--- config.mk ---
export PLATFORM = sky130hd
export DESIGN_NAME = demux4_serial_tx_flat
export DESIGN_NICKNAME = d
export VERILOG_FILES = /design/src/rtl/demux_pkg.sv /design/src/rtl/demux4_serial_tx_if.sv /design/src/rtl/piso_shift.sv /design/src/rtl/demux4_serial_tx.sv /design/src/flat_wrapper.sv
export SDC_FILE = /design/constraint.sdc
export NUM_CORES = 1
export LEC_CHECK = 0
export CORE_ASPECT_RATIO = 0.8
export CORE_MARGIN = 2
export CORE_UTILIZATION = 55
export DETAILED_ROUTE_END_ITERATION = 8
export GPL_TIMING_DRIVEN = 1
export MAX_ROUTING_LAYER = met4
export PLACE_DENSITY = 0.82
export SYNTH_ARGS = -nofsm -noshare
export SYNTH_HDL_FRONTEND = slang
export SYNTH_SLANG_ARGS = --single-unit
--- constraint.sdc ---
create_clock -name clk -period 3.45 [get_ports clk]
set_input_delay 1.035 -clock clk [delete_from_list [all_inputs] [get_ports clk]]
set_output_delay 1.035 -clock clk [all_outputs]
set_load 0.02 [all_outputs]
--- src/rtl/demux_pkg.sv ---
// Shared types and constants for the 4-way demux serial feeder.
package demux_pkg;

  typedef enum logic [1:0] {
    ST_IDLE  = 2'd0,
    ST_SHIFT = 2'd1,
    ST_GAP   = 2'd2
  } state_t;

  localparam logic [1:0] CH0 = 2'd0;
  localparam logic [1:0] CH1 = 2'd1;
  localparam logic [1:0] CH2 = 2'd2;
  localparam logic [1:0] CH3 = 2'd3;

  // Width of a counter that must index n positions (at least one bit).
  function automatic int cnt_w(input int n);
    return (n < 2) ? 1 : $clog2(n);
  endfunction

endpackage

--- src/rtl/demux4_serial_tx_if.sv ---
// Producer handshake plus the serial/select outputs toward the demux.
interface demux4_serial_tx_if #(
  parameter int WIDTH = 8
);
  logic             in_valid;
  logic             in_ready;
  logic [1:0]       in_ch;
  logic [WIDTH-1:0] in_data;
  logic [1:0]       A;
  logic             din;
  logic             busy;
  logic             done;

  modport master (
    output in_valid, in_ch, in_data,
    input  in_ready, A, din, busy, done
  );

  modport slave (
    input  in_valid, in_ch, in_data,
    output in_ready, A, din, busy, done
  );
endinterface

--- src/rtl/piso_shift.sv ---
// Parallel-load, MSB-first shift register; zeros are shifted in at the LSB
// so the serial output settles to 0 once the word has been fully emitted.
module piso_shift #(
  parameter int WIDTH = 8
) (
  input  logic             clk,
  input  logic             rst_n,
  input  logic             load,
  input  logic             shift,
  input  logic [WIDTH-1:0] par_in,
  output logic             sout
);

  logic [WIDTH-1:0] sr_q;

  // Load wins over shift; the MSB is the bit currently on the line.
  always_ff @(posedge clk or negedge rst_n) begin
    if (!rst_n) begin
      sr_q <= '0;
    end else if (load) begin
      sr_q <= par_in;
    end else if (shift) begin
      sr_q <= {sr_q[WIDTH-2:0], 1'b0};
    end
  end

  assign sout = sr_q[WIDTH-1];

endmodule

--- src/rtl/demux4_serial_tx.sv ---
// Serializes accepted words MSB-first onto din while holding the demux
// select A steady for the whole frame, followed by a programmable idle gap.
module demux4_serial_tx
  import demux_pkg::*;
#(
  parameter int WIDTH = 8,
  parameter int GAP   = 1
) (
  input logic               clk,
  input logic               rst_n,
  demux4_serial_tx_if.slave bus
);

  localparam int             CW       = cnt_w(WIDTH);
  localparam logic [CW-1:0]  BIT_LAST = CW'(WIDTH - 1);
  localparam logic [3:0]     GAP_LAST = (GAP > 0) ? 4'(GAP - 1) : 4'd0;

  state_t        state_q, state_d;
  logic [CW-1:0] bit_cnt_q, bit_cnt_d;
  logic [3:0]    gap_cnt_q, gap_cnt_d;

  logic [1:0]    a_q, a_d;
  logic          busy_q, busy_d;
  logic          done_q, done_d;
  logic          rdy_q, rdy_d;
  logic          sout;
  logic          accept;

  // Handshake only completes from IDLE while in_ready is already presented.
  assign accept = (state_q == ST_IDLE) && bus.in_valid && rdy_q;

  piso_shift #(
    .WIDTH (WIDTH)
  ) u_piso (
    .clk    (clk),
    .rst_n  (rst_n),
    .load   (accept),
    .shift  (state_q == ST_SHIFT),
    .par_in (bus.in_data),
    .sout   (sout)
  );

  // State and counter register.
  always_ff @(posedge clk or negedge rst_n) begin
    if (!rst_n) begin
      state_q   <= ST_IDLE;
      bit_cnt_q <= '0;
      gap_cnt_q <= '0;
    end else begin
      state_q   <= state_d;
      bit_cnt_q <= bit_cnt_d;
      gap_cnt_q <= gap_cnt_d;
    end
  end

  // Next-state and counter update; counters stop at their terminal value.
  always_comb begin
    state_d   = state_q;
    bit_cnt_d = bit_cnt_q;
    gap_cnt_d = gap_cnt_q;
    unique case (state_q)
      ST_IDLE: begin
        if (accept) begin
          state_d   = ST_SHIFT;
          bit_cnt_d = '0;
        end
      end
      ST_SHIFT: begin
        if (bit_cnt_q == BIT_LAST) begin
          if (GAP > 0) begin
            state_d   = ST_GAP;
            gap_cnt_d = '0;
          end else begin
            state_d = ST_IDLE;
          end
        end else begin
          bit_cnt_d = bit_cnt_q + 1'b1;
        end
      end
      ST_GAP: begin
        if (gap_cnt_q == GAP_LAST) begin
          state_d = ST_IDLE;
        end else begin
          gap_cnt_d = gap_cnt_q + 1'b1;
        end
      end
      default: state_d = ST_IDLE;
    endcase
  end

  // Output values for the coming cycle, derived from the next state so the
  // registered outputs line up with the state they describe.
  always_comb begin
    a_d    = accept ? bus.in_ch : a_q;
    busy_d = (state_d != ST_IDLE);
    rdy_d  = (state_d == ST_IDLE);
    done_d = (state_d == ST_SHIFT) && (bit_cnt_d == BIT_LAST);
  end

  // Output register; A only moves on acceptance, never inside a frame.
  always_ff @(posedge clk or negedge rst_n) begin
    if (!rst_n) begin
      a_q    <= CH0;
      busy_q <= 1'b0;
      done_q <= 1'b0;
      rdy_q  <= 1'b0;
    end else begin
      a_q    <= a_d;
      busy_q <= busy_d;
      done_q <= done_d;
      rdy_q  <= rdy_d;
    end
  end

  assign bus.A        = a_q;
  assign bus.din      = sout;
  assign bus.busy     = busy_q;
  assign bus.done     = done_q;
  assign bus.in_ready = rdy_q;

endmodule
--- src/flat_wrapper.sv ---
// flat-port wrapper written by rule: the top's interface ports become plain ports
module demux4_serial_tx_flat import demux_pkg::*;
#(
  parameter int WIDTH = 8,
  parameter int GAP   = 1
)
  (clk, rst_n, bus_in_valid, bus_in_ch, bus_in_data, bus_in_ready, bus_A, bus_din, bus_busy, bus_done);
  demux4_serial_tx_if #(.WIDTH(WIDTH)) bus_i ();
  input logic clk;
  input logic rst_n;
  input wire logic [$bits(bus_i.in_valid)-1:0] bus_in_valid;
  input wire logic [$bits(bus_i.in_ch)-1:0] bus_in_ch;
  input wire logic [$bits(bus_i.in_data)-1:0] bus_in_data;
  output wire logic [$bits(bus_i.in_ready)-1:0] bus_in_ready;
  output wire logic [$bits(bus_i.A)-1:0] bus_A;
  output wire logic [$bits(bus_i.din)-1:0] bus_din;
  output wire logic [$bits(bus_i.busy)-1:0] bus_busy;
  output wire logic [$bits(bus_i.done)-1:0] bus_done;
  assign bus_i.in_valid = bus_in_valid;
  assign bus_i.in_ch = bus_in_ch;
  assign bus_i.in_data = bus_in_data;
  assign bus_in_ready = bus_i.in_ready;
  assign bus_A = bus_i.A;
  assign bus_din = bus_i.din;
  assign bus_busy = bus_i.busy;
  assign bus_done = bus_i.done;
  demux4_serial_tx #(.WIDTH(WIDTH), .GAP(GAP)) u_core (.clk(clk), .rst_n(rst_n), .bus(bus_i));
endmodule
==> results of run 1 <==
how the worst min path moves through the flow:
stage,depth (start not counted),end
4_1_cts,2,u_core.bus.A[1]
3_5_place_dp,2,u_core.bus.A[1]
2_1_floorplan,2,u_core.u_piso.sr_q[0]
6_report,2,u_core.bus.A[1]
5_1_grt,2,u_core.bus.A[1]
3_3_place_gp,2,u_core.bus.A[0]
report_power, final:
part           internal (uW)  switching, uW  leakage (uW)
Combinational            225            283      0.000317
Sequential               353           64.6      0.000281
Clock                   64.4           74.9     0.0000210
logic make-up (layout without fill, tap and decap cells):
group           Yosys count  after routing  synth area share (%)
simple gates             38             38                  15.9
compound gates           27             27                  18.8
flops                    22             22                  47.6
buf+inv                   9             28                  3.14
mux                       8              8                  6.93
fa+ha+maj                 7              7                  7.58
stage by stage:
step / power [uW] / setup WS [ns] / utilization, %
2_1_floorplan: 775 / 1.46 / -
3_3_place_gp: 905 / 0.899 / 70.4
3_5_place_dp: 932 / 0.863 / 70.4
4_1_cts: 1070 / 1.04 / 72.3
5_1_grt: 1140 / 0.971 / 72.3
6_report: 1070 / 1.05 / 72.3
final cells by class:
class	instances	area, um2	area share [%]
Sequential cell	22	551	39.5
Inverter	5	18.8	1.35
Timing Repair Buffer	19	188	13.5
Multi-Input combinational cell	80	569	40.9
Clock buffer	4	36.3	2.61
Tap cell	24	30.0	2.16
layer usage:
layer  up-vias  routed length [um]
li1        426                   -
met1       403                1010
met2        20                1030
met3         8                  89
met4         0                  54
met5         -                   0
synth_stat cells (all sizes together):
cell type  count
a2111oi        1
a211oi         3
a21bo          1
a21boi         2
a21oi          2
a221oi         1
a22o           4
and3           2
and4b          1
buf            2
clkbuf         2
dfrtp         22
ha             7
inv            5
mux2i          8
nand2         18
nand2b         2
nand3          3
nor2           6
nor3           1
nor3b          1
o21ai         12
o22ai          1
or2            2
or2b           1
or3b           1
flip-flops by register name, indices dropped and copies added (netlist names):
register             count
u_core.bus.busy          1
u_core.bus.A             2
u_core.gap_cnt_q         4
u_core.bus.in_ready      1
u_core.bit_cnt_q         3
u_core.state_q           2
u_core.bus.done          1
u_core.u_piso.sr_q       8
==> qor.yml, run 1 <==
status:
  status: "finished clean"
clock_tree:
  cts_tree: "yes"
  holdBufCountCts: 0
  clockRootBuffer: "clkbuf_4"
  clockBufferDepth: 2
  ctsHtreeMaxLevel: 1
  insertion_delay_ns: 0.31
  cts_resized: 0
  cts_made_buffers: 3
  cts.reportedPaths.clkPinSlew_ns: 0.12
  cts_setup_buffers: 0
  cts.sinks: 22
route:
  wirelength_um: 2190
  viasPerCell: 5.56
  drc: 0
  drt_first_pass_iters: 4
  wl_per_cell_um: 14.2
  drt_iter0_drc: 33
  ant_nets: 0
  vias: 857
setup_path:
  worstSetupPathDepth: 1
  max_stage_delay_ns: 0.64
  start_kind: "flip-flop"
  worstSetupEndpoint: "bus_in_ready"
  r2r_end: "u_core.bus.done"
  cp_slowest_cell: "clkdlybuf4s50_1"
  crit_arrival_ns: 1.37
  critPathKind: "reg2out"
  crit_family: "buffers and inverters"
  worstPathMaxFanout: 4
  cp_num_buf_inv: 1
  required_ns: 2.41
  reg2reg_slack_ns: 1.23
  worstReg2RegStart: "u_core.state_q[1]"
  crit_chain: "clkdlybuf4s50_1"
  startpoint: "u_core.bus.in_ready"
  ff2ff_path_depth: 6
  endpoint_kind: "output pin"
synth:
  synth_top_area_share_pct: 47.6
  syn_area_per_cell_um2: 10.4
  ys_warn_count: 0
  syn_nets: 131
  ys_seq_area_share_pct: 47.6
  syn-cell-area_um2: 1160
  syn_inst: 111
  ys_top_cells_by_area: "dfrtp_1, ha_1, mux2i_1"
  yosysTopAreaCell: "dfrtp_1"
  ys_types: 29
  synth-seq-cells: 22
global_route:
  met1_usage_pct: 24.2
  use_met2_pct: 36.7
  grt_antenna_before_repair: 0
  grt_overflow: 0
  first_global_vias: 864
  met3_usage_pct: 4.01
  grt_pass1_wl_um: 3870
  grt_max_degree: 23
  grt_usage_pct: 21.1
  top_usage_layer: "met2"
floorplanning:
  die_x_um: 55.3
  start_util_pct: 60.0
  core_area_um2: 1930
  rows: 14
  die_y_um: 45.0
  die_area_um2: 2490
  pin_count: 19
layout:
  syn2layout_area_growth_pct: 20.5
  fillers: 150
  mostFrequentLayoutCell: "dfrtp_1"
  stdcell_area_um2: 1390
  num_antenna_cells: 0
  final_cell_mix: "dfrtp_1, nand2_1, clkdlybuf4s50_1"
  fin_cells: 154
  drive_above_1_share_pct: 8.46
  fin_nets: 151
timing:
  slew_headroom_pct: 46.1
  tightest_slew_ns: 0.809
  whs_ns: 0.506
  rsz0062_at_grt: "no"
  fmax_mhz: 416
  maxSlewViolCount: 0
  finClkSkew_ns: 0.0132
  period_needed_ns: 2.40
  setup_viol: 0
  setup_tns_ns: 0
  hold_viol_final: 0
  fin_crit_sh_pct: 69.6
pwr:
  leakagePower_uw: 0.000619
  pwr_density_cell_nw_per_um2: 765
  ir_worst_vdd_uv: 608
run:
  cap_violations: 0
place:
  dp.cells: 150
  portBuffers: 18
  gp_congestion: 0.829
  placed_cell_area_um2: 1360
  dpl.hpwl_um: 1610
min_path:
  hold_path_class: "reg2reg"
  min_from: "u_core.bus.A[1]"
No activity file was read; power rests on OpenSTA's default activity.
==> run 2: changes to the inputs <==
CORE_UTILIZATION = 51   (was 55)
PLACE_DENSITY = 0.77   (was 0.82)
clock period = 2.3 ns   (was 3.45 ns; I/O delays follow)
==> run 2 against run 1 <==
Count of clock-buffer cells in the layout down 1. Hold slack got worse by 0.018 ns. Register-to-register slack worse by 0.88 ns. Cell area up 0.72%. Routed wire length is 2.8% lower. Die area up 7.2%. Non-clock buffer count increased by 3. Worst setup slack lost 0.78 ns. First-iteration DRC count decreased by 45%. Flip-flop and latch count unchanged. Cell count is 1.9% higher. Critical path type unchanged. Largest cell class unchanged. Largest power group unchanged.
==> qor.yml, run 2 (synthesis gave the netlist of run 1 again) <==
layout:
  mostFrequentLayoutCell: "dfrtp_1"  # unchanged
  largest_register_ffs: 8  # unchanged
  num_antenna_cells: 0  # unchanged
  drive_above_1_share_pct: 9.85  # was 8.46%
  largest_registers: "u_core.u_piso.sr_q (8), u_core.gap_cnt_q (4), u_core.bit_cnt_q (3)"  # unchanged
  regMostFlops: "u_core.u_piso.sr_q"  # unchanged
  syn2layout_area_growth_pct: 21.3  # was 20.5%
  final_cell_mix: "dfrtp_1, nand2_1, clkdlybuf4s50_1"  # unchanged
  fin_nets: 154  # was 151
  stdcell_area_um2: 1400  # was 1390 um2
setup_path:
  critPathKind: "reg2out"  # unchanged
  startpoint: "u_core.bus.in_ready"  # unchanged
  crit_chain: "clkdlybuf4s50_1"  # unchanged
  worstPathMaxFanout: 4  # unchanged
  worstReg2RegStart: "u_core.state_q[1]"  # unchanged
  crit_family: "buffers and inverters"  # unchanged
  start_kind: "flip-flop"  # unchanged
  cp_num_buf_inv: 1  # unchanged
  endpoint_kind: "output pin"  # unchanged
  max_stage_delay_ns: 0.63  # was 0.64 ns
  cp_slowest_cell: "clkdlybuf4s50_1"  # unchanged
  required_ns: 1.61  # was 2.41 ns
  crit_arrival_ns: 1.34  # was 1.37 ns
clock_tree:
  cts.sinks: 22  # unchanged
  cts_resized: 0  # unchanged
  cts.reportedPaths.clkPinSlew_ns: 0.10  # was 0.12 ns
  cts_tree: "yes"  # unchanged
  cts_made_buffers: 3  # unchanged
  insertion_delay_ns: 0.30  # was 0.31 ns
  clockRootBuffer: "clkbuf_4"  # unchanged
  clockBufferDepth: 2  # unchanged
  cts_setup_buffers: 0  # unchanged
  ctsHtreeMaxLevel: 1  # unchanged
  holdBufCountCts: 0  # unchanged
timing:
  slew_headroom_pct: 70.3  # was 46.1%
  finClkSkew_ns: 0.00741  # was 0.0132 ns
  fmax_mhz: 492
  maxSlewViolCount: 0  # unchanged
  hold_viol_final: 0  # unchanged
  rsz0062_at_grt: "no"  # unchanged
  tightest_slew_ns: 0.443  # was 0.809 ns
  setup_viol: 0  # unchanged
  setup_tns_ns: 0  # unchanged
  fin_crit_sh_pct: 88.4
  setup_slack_ns: 0.266  # was 1.05 ns
  period_needed_ns: 2.03
place:
  gp_congestion: 0.801  # was 0.829
  portBuffers: 18  # unchanged
  pre_cts_ws_ns: 0.0732  # was 0.863 ns
  placed_cell_area_um2: 1380  # was 1360 um2
  dpl.hpwl_um: 1590  # was 1610 um
status:
  status: "finished clean"  # unchanged
route:
  vias: 844  # was 857
  drt_iter0_drc: 18  # was 33
  drt_first_pass_iters: 4  # unchanged
  viasPerCell: 5.38  # was 5.56
  ant_nets: 0  # unchanged
  wirelength_um: 2130  # was 2190 um
  wl_per_cell_um: 13.5  # was 14.2 um
  drc: 0  # unchanged
global_route:
  grt_antenna_before_repair: 0  # unchanged
  grt_overflow: 0  # unchanged
  grt_usage_pct: 19.5  # was 21.1%
  grt_pass1_wl_um: 3660  # was 3870 um
  first_global_vias: 807  # was 864
  grt_max_degree: 23  # unchanged
floorplanning:
  die_area_um2: 2670  # was 2490 um2
  die_x_um: 57.2  # was 55.3 um
  start_util_pct: 53.6  # was 60.0%
  core_area_um2: 2160  # was 1930 um2
  pin_count: 19  # unchanged
  die_y_um: 46.6  # was 45.0 um
  rows: 15  # was 14
pwr:
  power_uw: 1570  # was 1070 uW
  leakagePower_uw: 0.000626  # was 0.000619 uW
  ir_worst_vdd_uv: 824  # was 608 uV
  pwr_density_cell_nw_per_um2: 1120  # was 765 nW/um2
min_path:
  hold_path_class: "reg2reg"  # unchanged
  min_from: "u_core.bus.A[0]"  # was u_core.bus.A[1]
run:
  cap_violations: 0  # unchanged
[run 2: where the power goes]
group | internal (uW) | total (uW) | switching (uW)
combinational | 359 | 784 | 425
clock | 61.1 | 164 | 103
sequential | 530 | 621 | 90.7
[run 2: per-stage QoR]
| stage | util [%] | hold WS, ns | instances |
|---|---|---|---|
| 3_3_place_gp | 63.9 | 0.458 | 154 |
| 3_5_place_dp | 63.9 | 0.467 | 154 |
| 2_1_floorplan | - | 0.394 | 111 |
| 6_report | 65.0 | 0.488 | 157 |
| 4_1_cts | 65.0 | 0.492 | 157 |
| 5_1_grt | 65.0 | 0.515 | 157 |
[run 2: per-layer routing]
| metal | up-vias | GRT usage (%) | routed length, um |
|---|---|---|---|
| met5 | - | - | 0 |
| met4 | 0 | 2.79 | 15 |
| li1 | 428 | - | - |
| met1 | 399 | 23.8 | 1010 |
| met2 | 15 | 32.0 | 990 |
| met3 | 2 | 7.58 | 110 |
[run 2: area by class of cell]
cell class,count,area (um2)
Clock buffer,3,22.5
Fill cell,170,756
Inverter,5,18.8
Multi-Input combinational cell,80,569
Sequential cell,22,551
Tap cell,25,31.3
Timing Repair Buffer,22,210
[run 2: worst paths after layout]
kind | endpoint | slack, ns | cells after the start
max | bus_in_ready | 0.27 | 1
min | u_core.bus.A[0] | 0.49 | 2
max reg2reg | u_core.bus.done | 0.35 | 6
min reg2reg | u_core.bus.A[0] | 0.49 | 2
max in group asynchronous | u_core.bus.A[1] | 1.35 | 2
min in group asynchronous | u_core.u_piso.sr_q[6] | 0.73 | 2
==> run 3: changes to the inputs <==
REMOVE_ABC_BUFFERS = 1   (was not set)
==> run 3 against run 2 <==
Clock power about the same. First-iteration DRC count down 22%. Power up 1.6%. Hold slack better by 0.0079 ns. Die area unchanged. Critical path type unchanged.
==> qor.yml, run 3 (synthesis gave the netlist of run 1 again) <==
setup_path:
  crit_arrival_ns: 1.35  # was 1.34 ns
  ff2ff_path_depth: 7  # was 6
  worstPathMaxFanout: 4  # unchanged
  cp_num_buf_inv: 1  # unchanged
  endpoint_kind: "output pin"  # unchanged
  reg2reg_slack_ns: 0.35  # about the same
  crit_family: "buffers and inverters"  # unchanged
  max_stage_delay_ns: 0.63  # about the same
  worstReg2RegStart: "u_core.state_q[1]"  # unchanged
  startpoint: "u_core.bus.in_ready"  # unchanged
  r2r_end: "u_core.bus.done"  # unchanged
  critPathKind: "reg2out"  # unchanged
  cp_slowest_cell: "clkdlybuf4s50_1"  # unchanged
  crit_chain: "clkdlybuf4s50_1"  # unchanged
  required_ns: 1.61  # about the same
  start_kind: "flip-flop"  # unchanged
layout:
  regArea_um2: 551  # unchanged
  fin_util_pct: 65.3  # was 65.0%
  regMostFlops: "u_core.u_piso.sr_q"  # unchanged
  num_antenna_cells: 0  # unchanged
  mostFrequentLayoutCell: "dfrtp_1"  # unchanged
  syn2layout_area_growth_pct: 22.0  # was 21.3%
  fillers: 183  # was 170
  largest_register_ffs: 8  # unchanged
  fin_nets: 155  # was 154
  largest_registers: "u_core.u_piso.sr_q (8), u_core.gap_cnt_q (4), u_core.bit_cnt_q (3)"  # unchanged
  final_cell_mix: "dfrtp_1, nand2_1, clkdlybuf4s50_1"  # unchanged
  stdcell_area_um2: 1410  # was 1400 um2
  multi_input_area_um2: 569  # unchanged
  drive_above_1_share_pct: 10.5  # was 9.85%
place:
  portBuffers: 18  # unchanged
  dpl.hpwl_um: 1790  # was 1590 um
  placed_cell_area_um2: 1390  # was 1380 um2
  gp_congestion: 0.851  # was 0.801
clock_tree:
  cts_resized: 0  # unchanged
  clockRootBuffer: "clkbuf_4"  # unchanged
  cts_tree: "yes"  # unchanged
  cts.reportedPaths.clkPinSlew_ns: 0.10  # about the same
  cts_made_buffers: 3  # unchanged
  cts.sinks: 22  # unchanged
  holdBufCountCts: 0  # unchanged
  cts_setup_buffers: 0  # unchanged
  clockBufferDepth: 2  # unchanged
  ctsHtreeMaxLevel: 1  # unchanged
  insertion_delay_ns: 0.30  # about the same
floorplanning:
  die_y_um: 46.6  # unchanged
  die_area_um2: 2670  # unchanged
  rows: 15  # unchanged
  core_area_um2: 2160  # unchanged
  die_x_um: 57.2  # unchanged
  pin_count: 19  # unchanged
  start_util_pct: 53.6  # unchanged
timing:
  fin_crit_sh_pct: 88.8  # was 88.4%
  rsz0062_at_grt: "no"  # unchanged
  tightest_slew_ns: 0.442  # was 0.443 ns
  maxSlewViolCount: 0  # unchanged
  whs_ns: 0.496  # was 0.488 ns
  period_needed_ns: 2.04  # was 2.03 ns
  setup_viol: 0  # unchanged
  fmax_mhz: 490  # was 492 MHz
  setup_tns_ns: 0  # unchanged
  hold_viol_final: 0  # unchanged
  finClkSkew_ns: 0.00580  # was 0.00741 ns
  slew_headroom_pct: 70.3  # about the same
global_route:
  first_global_vias: 789  # was 807
  grt_antenna_before_repair: 0  # unchanged
  grt_max_degree: 23  # unchanged
  grt_usage_pct: 21.8  # was 19.5%
  grt_pass1_wl_um: 3970  # was 3660 um
  grt_overflow: 0  # unchanged
route:
  viasPerCell: 5.42  # was 5.38
  drt_first_pass_iters: 4  # unchanged
  drt_iter0_drc: 14  # was 18
  drc: 0  # unchanged
  ant_nets: 0  # unchanged
  vias: 856  # was 844
  wl_per_cell_um: 14.8  # was 13.5 um
  wirelength_um: 2330  # was 2130 um
min_path:
  hold_path_class: "reg2reg"  # unchanged
  hold_depth: 2  # unchanged
  min_from: "u_core.bus.A[0]"  # unchanged
  holdPathEnd: "u_core.bus.A[0]"  # unchanged
status:
  status: "finished clean"  # unchanged
run:
  cap_violations: 0  # unchanged
pwr:
  leakagePower_uw: 0.000632  # was 0.000626 uW
  pwr_density_cell_nw_per_um2: 1130  # was 1120 nW/um2
  ir_worst_vdd_uv: 678  # was 824 uV
## run 3: changes by cell type in the layout (fill, tap and decap cells not counted), sizes merged
cell	before	now
buf	4	5
## run 3: power breakdown
part	leakage [uW]	internal (uW)	switching, uW
registers	0.000281	530	96.5
clock network	0.0000138	61.2	106
logic	0.000337	360	439
total	0.000632	952	641
## run 3: layout make-up
cell class	instances	area share [%]
clock buffer	3	1.60
timing repair buffer	23	15.4
tap	25	2.22
sequential	22	39.0
inverter	5	1.33
multi-input combinational	80	40.4
## run 3: how the worst max path moves through the flow
stage                                      to  cells past startpoint  slack [ns]
final                            bus_in_ready                      1        0.26
after global routing          u_core.bus.done                      7        0.20
after CTS                        bus_in_ready                      1        0.24
after detailed placement  u_core.bus.in_ready                      6        0.14
after global placement        u_core.bus.done                      5        0.16
after floorplan               u_core.bus.done                      6        0.38
## run 3: routing by layer
layer | GRT usage (%) | up-vias | wire, um
met5 | - | - | 0
met4 | 10.2 | 0 | 42
met3 | 5.90 | 5 | 96
met2 | 35.4 | 16 | 1120
met1 | 25.7 | 404 | 1070
li1 | - | 431 | -
## run 3: through the flow
| stage | setup WS (ns) | std cells | power [uW] |
|---|---|---|---|
| finish | 0.258 | 158 | 1590 |
| global route | 0.198 | 158 | 1720 |
| CTS | 0.241 | 158 | 1610 |
| detailed placement | 0.145 | 155 | 1430 |
| global placement | 0.157 | 155 | 1390 |
| floorplan | 0.381 | 107 | 1150 |
